## src/rtl/vec_int_ctrl_pkg.sv

```systemverilog
// Shared types and default sizing for the vectored interrupt controller.
// FSM encoding plus the default line count, vector width and vector base.
package vec_int_ctrl_pkg;

  localparam int unsigned NUM_IRQ_DEF  = 4;
  localparam int unsigned VEC_W_DEF    = 4;
  localparam int unsigned VEC_BASE_DEF = 8;

  typedef enum logic [1:0] {
    ST_IDLE = 2'd0,
    ST_REQ  = 2'd1,
    ST_ACK  = 2'd2
  } vic_state_e;

endpackage

```

## src/rtl/vec_int_ctrl_if.sv

```systemverilog
// Processor-facing bundle of the interrupt controller: request lines, mask write,
// inta/eoi handshake in; intr, vector strobe and in-service status out.
interface vec_int_ctrl_if
  import vec_int_ctrl_pkg::*;
#(
  parameter int unsigned NUM_IRQ = NUM_IRQ_DEF,
  parameter int unsigned VEC_W   = VEC_W_DEF
) ();

  logic [NUM_IRQ-1:0] irq;
  logic               mask_we;
  logic [NUM_IRQ-1:0] mask_in;
  logic               inta;
  logic               eoi;
  logic               intr;
  logic [VEC_W-1:0]   vector;
  logic               vec_valid;
  logic [NUM_IRQ-1:0] isr;

  modport master (
    output irq, mask_we, mask_in, inta, eoi,
    input  intr, vector, vec_valid, isr
  );

  modport slave (
    input  irq, mask_we, mask_in, inta, eoi,
    output intr, vector, vec_valid, isr
  );

endinterface

```

## src/rtl/vec_int_ctrl_prio_enc_f.sv

```systemverilog
// Combinational lowest-index priority encoder: found flag plus index of the
// lowest set bit (index 0 when nothing is set).
module prio_enc_f #(
  parameter  int unsigned W  = 4,
  localparam int unsigned IW = (W > 1) ? $clog2(W) : 1
) (
  input  logic [W-1:0]  req,
  output logic          found,
  output logic [IW-1:0] idx
);

  always_comb begin
    found = 1'b0;
    idx   = '0;
    // Scan downward so the lowest set index is the last one written.
    for (int i = W - 1; i >= 0; i--) begin
      if (req[i]) begin
        found = 1'b1;
        idx   = IW'(i);
      end
    end
  end

endmodule

```

## src/rtl/vec_int_ctrl.sv

```systemverilog
// Vectored interrupt controller: edge-detected, masked, fixed-priority requests with
// in-service tracking; define VIC_NEST_EN to let higher levels preempt lower ones.
module vec_int_ctrl
  import vec_int_ctrl_pkg::*;
#(
  parameter int unsigned NUM_IRQ  = NUM_IRQ_DEF,
  parameter int unsigned VEC_W    = VEC_W_DEF,
  parameter int unsigned VEC_BASE = VEC_BASE_DEF
) (
  input  logic           clk,
  input  logic           rst,
  vec_int_ctrl_if.slave  bus
);

  localparam int unsigned IDX_W = (NUM_IRQ > 1) ? $clog2(NUM_IRQ) : 1;

  vic_state_e         state_q, state_d;
  logic [NUM_IRQ-1:0] irq_q, irq_d;
  logic [NUM_IRQ-1:0] pending_q, pending_d;
  logic [NUM_IRQ-1:0] mask_q, mask_d;
  logic [NUM_IRQ-1:0] isr_q, isr_d;
  logic               intr_q, intr_d;
  logic               vec_valid_q, vec_valid_d;
  logic [VEC_W-1:0]   vector_q, vector_d;

  logic [NUM_IRQ-1:0] irq_edge;
  logic [NUM_IRQ-1:0] cand;
  logic [NUM_IRQ-1:0] pend_clr;
  logic               win_found;
  logic [IDX_W-1:0]   win_idx;
  logic               isr_found;
  logic [IDX_W-1:0]   isr_idx;
  logic               eligible;
  logic               ack;

  assign irq_edge = bus.irq & ~irq_q;
  assign cand     = pending_q & ~mask_q;

  prio_enc_f #(.W(NUM_IRQ)) u_win_enc (
    .req   (cand),
    .found (win_found),
    .idx   (win_idx)
  );

  prio_enc_f #(.W(NUM_IRQ)) u_isr_enc (
    .req   (isr_q),
    .found (isr_found),
    .idx   (isr_idx)
  );

`ifdef VIC_NEST_EN
  assign eligible = win_found && (!isr_found || (isr_idx > win_idx));
`else
  assign eligible = win_found && !isr_found;
`endif

  // Eligibility is rechecked in REQ so a late mask or reset withdraws intr.
  always_comb begin
    state_d     = state_q;
    intr_d      = 1'b0;
    vec_valid_d = 1'b0;
    vector_d    = vector_q;
    ack         = 1'b0;
    case (state_q)
      ST_IDLE: begin
        if (eligible) begin
          state_d = ST_REQ;
          intr_d  = 1'b1;
        end
      end
      ST_REQ: begin
        if (!eligible) begin
          state_d = ST_IDLE;
        end else if (bus.inta) begin
          ack         = 1'b1;
          state_d     = ST_ACK;
          vec_valid_d = 1'b1;
          vector_d    = VEC_W'(VEC_BASE) + VEC_W'(win_idx);
        end else begin
          intr_d = 1'b1;
        end
      end
      ST_ACK: begin
        state_d = ST_IDLE;
      end
      default: begin
        state_d = ST_IDLE;
      end
    endcase
  end

  // A fresh edge on the acknowledged line wins over the acknowledge clear.
  always_comb begin
    irq_d     = bus.irq;
    mask_d    = bus.mask_we ? bus.mask_in : mask_q;
    pend_clr  = ack ? (NUM_IRQ'(1) << win_idx) : '0;
    pending_d = (pending_q & ~pend_clr) | irq_edge;
    isr_d     = isr_q;
    if (bus.eoi && isr_found) begin
      isr_d[isr_idx] = 1'b0;
    end
    if (ack) begin
      isr_d[win_idx] = 1'b1;
    end
  end

  always_ff @(posedge clk) begin
    if (rst) begin
      state_q     <= ST_IDLE;
      irq_q       <= '0;
      pending_q   <= '0;
      mask_q      <= '0;
      isr_q       <= '0;
      intr_q      <= 1'b0;
      vec_valid_q <= 1'b0;
      vector_q    <= '0;
    end else begin
      state_q     <= state_d;
      irq_q       <= irq_d;
      pending_q   <= pending_d;
      mask_q      <= mask_d;
      isr_q       <= isr_d;
      intr_q      <= intr_d;
      vec_valid_q <= vec_valid_d;
      vector_q    <= vector_d;
    end
  end

  assign bus.intr      = intr_q;
  assign bus.vec_valid = vec_valid_q;
  assign bus.vector    = vector_q;
  assign bus.isr       = isr_q;

endmodule

```

## src/flat_wrapper.sv

```systemverilog
// flat-port wrapper written by rule: the top's interface ports become plain ports
module vec_int_ctrl_flat import vec_int_ctrl_pkg::*;
#(
  parameter int unsigned NUM_IRQ  = NUM_IRQ_DEF,
  parameter int unsigned VEC_W    = VEC_W_DEF,
  parameter int unsigned VEC_BASE = VEC_BASE_DEF
)
  (clk, rst, bus_irq, bus_mask_we, bus_mask_in, bus_inta, bus_eoi, bus_intr, bus_vector, bus_vec_valid, bus_isr);
  vec_int_ctrl_if #(.NUM_IRQ(NUM_IRQ), .VEC_W(VEC_W)) bus_i ();
  input  logic clk;
  input  logic rst;
  input wire logic [$bits(bus_i.irq)-1:0] bus_irq;
  input wire logic [$bits(bus_i.mask_we)-1:0] bus_mask_we;
  input wire logic [$bits(bus_i.mask_in)-1:0] bus_mask_in;
  input wire logic [$bits(bus_i.inta)-1:0] bus_inta;
  input wire logic [$bits(bus_i.eoi)-1:0] bus_eoi;
  output wire logic [$bits(bus_i.intr)-1:0] bus_intr;
  output wire logic [$bits(bus_i.vector)-1:0] bus_vector;
  output wire logic [$bits(bus_i.vec_valid)-1:0] bus_vec_valid;
  output wire logic [$bits(bus_i.isr)-1:0] bus_isr;
  assign bus_i.irq = bus_irq;
  assign bus_i.mask_we = bus_mask_we;
  assign bus_i.mask_in = bus_mask_in;
  assign bus_i.inta = bus_inta;
  assign bus_i.eoi = bus_eoi;
  assign bus_intr = bus_i.intr;
  assign bus_vector = bus_i.vector;
  assign bus_vec_valid = bus_i.vec_valid;
  assign bus_isr = bus_i.isr;
  vec_int_ctrl #(.NUM_IRQ(NUM_IRQ), .VEC_W(VEC_W), .VEC_BASE(VEC_BASE)) u_core (.clk(clk), .rst(rst), .bus(bus_i));
endmodule
```

## config.mk

```make
export PLATFORM = sky130hd
export DESIGN_NAME = vec_int_ctrl_flat
export DESIGN_NICKNAME = d
export VERILOG_FILES = /design/src/rtl/vec_int_ctrl_pkg.sv /design/src/rtl/vec_int_ctrl_if.sv /design/src/rtl/vec_int_ctrl_prio_enc_f.sv /design/src/rtl/vec_int_ctrl.sv /design/src/flat_wrapper.sv
export SDC_FILE = /design/constraint.sdc
export NUM_CORES = 1
export LEC_CHECK = 0
export BUFFER_PORTS_ARGS = -buffer_cell sky130_fd_sc_hd__buf_2
export CORE_MARGIN = 2
export CORE_UTILIZATION = 33
export CTS_CLUSTER_DIAMETER = 30
export CTS_CLUSTER_SIZE = 8
export DETAILED_ROUTE_END_ITERATION = 12
export GPL_TIMING_DRIVEN = 0
export SLEW_MARGIN = 20
export SYNTH_ARGS = -nofsm -noshare
export SYNTH_HDL_FRONTEND = slang
export SYNTH_SLANG_ARGS = --single-unit
```

## constraint.sdc

```tcl
create_clock -name clk -period 3.3 [get_ports clk]
set_input_delay 0.495 -clock clk [delete_from_list [all_inputs] [get_ports clk]]
set_output_delay 0.495 -clock clk [all_outputs]
set_load 0.02 [all_outputs]
```

==> run summary <==
Critical Path AT: 1.92 ns
Hold Path Sink: u_core.irq_q[3]$_SDFF_PP0_
Final Net Count: 130
DRT iter0 DRCs: 11
Multi-input gate area: 400 µm²
All-Layer GR Usage: 0.128
gr ovfl total: 0
Least-Margin Pin Slew: 0.601 ns
syn_area_per_cell: 9.85 µm²
Reg-to-Reg Start: u_core.bus.isr[1]$_SDFF_PP0_
DIE WIDTH: 56.4 µm
Area Overhead vs Synth: 18.2%
vias in the first global route: 706
full die area: 3180 µm²
ys async rst share: 0
die outline height: 56.4 µm
I/O pins: 23
CTS tree: done
CP startpoint kind: flop
diode count: 0
Setup Buffers After CTS: 0
Most used DFF post-synth: dfxtp_1
iteration count of the initial detailed-routing pass: 4
reg-to-reg critical path endpoint: u_core.pending_q[3]$_SDFF_PP0_
GPL Wtd Cong: 0.805
initial antenna violation count: 0
CTS HTree Levels: 1
Final TNS setup: 0 ns
Sw Share: 0.271
DRC viols: 0
Site Rows: 18
CTS hold repair buffers: 0
relative slew slack: 0.599
Finish-stage setup viols: 0
routed wire length: 1.86 mm
worst hold path depth: 2
Worst Hold Class: input pin to flop
largest net degree at the start of global routing: 14
reg2reg path depth: 4
fillcell total: 265
# port buffers: 20
HPWL Detailed: 1.39 mm
Net Sw Power: 0.140 mW
Vias/cell: 5.05
Synth Net Count: 105
Worst Path Required: 3.52 ns
Cell Area, Synth: 906 µm²
Clk pwr share: 0.249
post-synth cell types: 30
Post-CTS Resized: 0
#FFs+latches synth: 23
Worst Path Max Fanout: 5
Sink Count: 23
max-cap violations: 0
Worst Skew: 0.00625 ns
post-route ant nets: 0
CP Capture Type: flop
vias post-DR: 737
achievable frequency: 0.589 GHz
root buf cell: clkbuf_4
Max VDD drop: 0.278 mV
internal power: 0.376 mW
unrepaired setup endpoints after global routing: no
worst skew pair latency: 0.31 ns
Final Max Tran Viols: 0
Clock Path Buffers: 2
Sequential Area: 460 µm²
Post-synth EDFFs: 0
Reg2Reg Setup Slack: 1.60 ns
first-pass GRT wire length: 3.22 mm
PD cells: 481 nW/µm²
post-layout util: 0.421
leakage power: 0.466 nW
worst setup path class: flop to flop
min-delay src: bus_irq[3]
combinational power share: 0.154
sequential share of power: 0.597
Ys Warns: 0
crit share post-route: 0.514
ratio of cells with drive above 1 in the final layout: 0.267
status: finished clean
Final Hold Fails: 0
effective utilization at floorplan: 0.356
total core area: 2540 µm²
drt wl/cell: 12.8 µm
Clock transition at path regs: 0.13 ns
Num CTS Buffers: 3
sequential share of the synthesized area: 0.508
Mapped Cells: 92
Period minus WS final: 1.70 ns
[power groups by stage]
stage          Sequential (mW)  Clock [mW]  Combinational, mW
2_1_floorplan            0.319           0             0.0481
4_1_cts                  0.308       0.132             0.0799
5_1_grt                  0.311       0.146             0.0889
3_3_place_gp             0.313           0             0.0774
3_5_place_dp             0.314           0             0.0794
6_report                 0.308       0.128             0.0792
[state kept, by name, indices dropped and copies added (netlist names)]
name                  flops
u_core.bus.vector         3
u_core.bus.isr            4
u_core.pending_q          4
u_core.bus.vec_valid      1
u_core.bus.intr           1
u_core.irq_q              4
u_core.mask_q             4
u_core.state_q            2
[placed cells by master (no fill, tap or decap), types with 2 or more instances in the layout]
cell / Yosys / final
dfxtp_1: 23 / 23
buf_2: 0 / 20
nor2_1: 11 / 11
nor2b_1: 7 / 7
nand2b_1: 6 / 6
a21oi_1: 6 / 6
inv_1: 5 / 5
mux2i_1: 4 / 4
nand2_1: 3 / 3
clkbuf_4: 0 / 3
o41ai_1: 2 / 2
a2111oi_0: 2 / 2
clkbuf_1: 2 / 2
or4_1: 2 / 2
o21ai_0: 2 / 2
[worst max-delay path, stage by stage (launching register included)]
cell	delay, ns
dfxtp_1	0.36
nor2_1	0.22
nand4_2	0.20
or4_1	0.60
a31o_1	0.24
[how the worst max path moves through the flow]
stage / start / endpoint
global route: u_core.mask_q[1]$_SDFFE_PP0P_ / u_core.bus.vector[3]$_SDFFE_PP0P_
CTS: u_core.bus.isr[1]$_SDFF_PP0_ / u_core.pending_q[3]$_SDFF_PP0_
floorplan: u_core.bus.isr[3]$_SDFF_PP0_ / u_core.pending_q[3]$_SDFF_PP0_
global placement: bus_inta / u_core.pending_q[3]$_SDFF_PP0_
detailed placement: bus_inta / u_core.pending_q[3]$_SDFF_PP0_
finish: u_core.bus.isr[1]$_SDFF_PP0_ / u_core.pending_q[3]$_SDFF_PP0_
[metal layers]
layer / GRT usage / routed length (µm) / vias up / part of all wire
met4: 0.0204 / 10 / 0 / 0.0054
met2: 0.208 / 820 / 19 / 0.44
met5: 0 / 0 / - / 0
li1: - / - / 371 / -
met3: 0.0507 / 121 / 2 / 0.065
met1: 0.162 / 911 / 345 / 0.49
[cell usage after synthesis (all sizes together) (3+ instances only)]
| cell | n | area (µm²) |
|---|---|---|
| nand2b | 6 | 37.5 |
| nand2 | 3 | 11.3 |
| a2111oi | 3 | 32.5 |
| nor2 | 11 | 41.3 |
| a21oi | 6 | 30.0 |
| dfxtp | 23 | 460 |
| mux2i | 4 | 40.0 |
| nor2b | 7 | 43.8 |
| inv | 5 | 18.8 |
[cell families after synthesis]
family                 count (synthesis)  share of synthesized area
AOI/OAI and AO/OA                     18                      0.148
buffers and inverters                  9                     0.0497
DFF                                   23                      0.508
muxes                                  4                     0.0442
other                                  1                    0.00414
and+or+nand+nor                       37                      0.246
[cell type report]
class | instances | share of cell area
buffer | 4 | 0.0245
clock buffer | 3 | 0.0210
clock inverter | 1 | 0.00467
inverter | 5 | 0.0175
multi-input combinational | 60 | 0.374
sequential | 23 | 0.430
tap | 30 | 0.0350
timing repair buffer | 20 | 0.0935
[per-stage QoR]
stage          std cells  area (µm²)  power, mW  setup WS [ns]  hold WS, ns
2_1_floorplan         92         906      0.367           1.68        0.443
3_3_place_gp         142        1040      0.391           1.58        0.432
3_5_place_dp         142        1040      0.393           1.58        0.449
4_1_cts              146        1070      0.520           1.61        0.400
5_1_grt              146        1070      0.546           1.43        0.383
6_report             146        1070      0.515           1.60        0.399
Power figures use the tool's default switching activity.
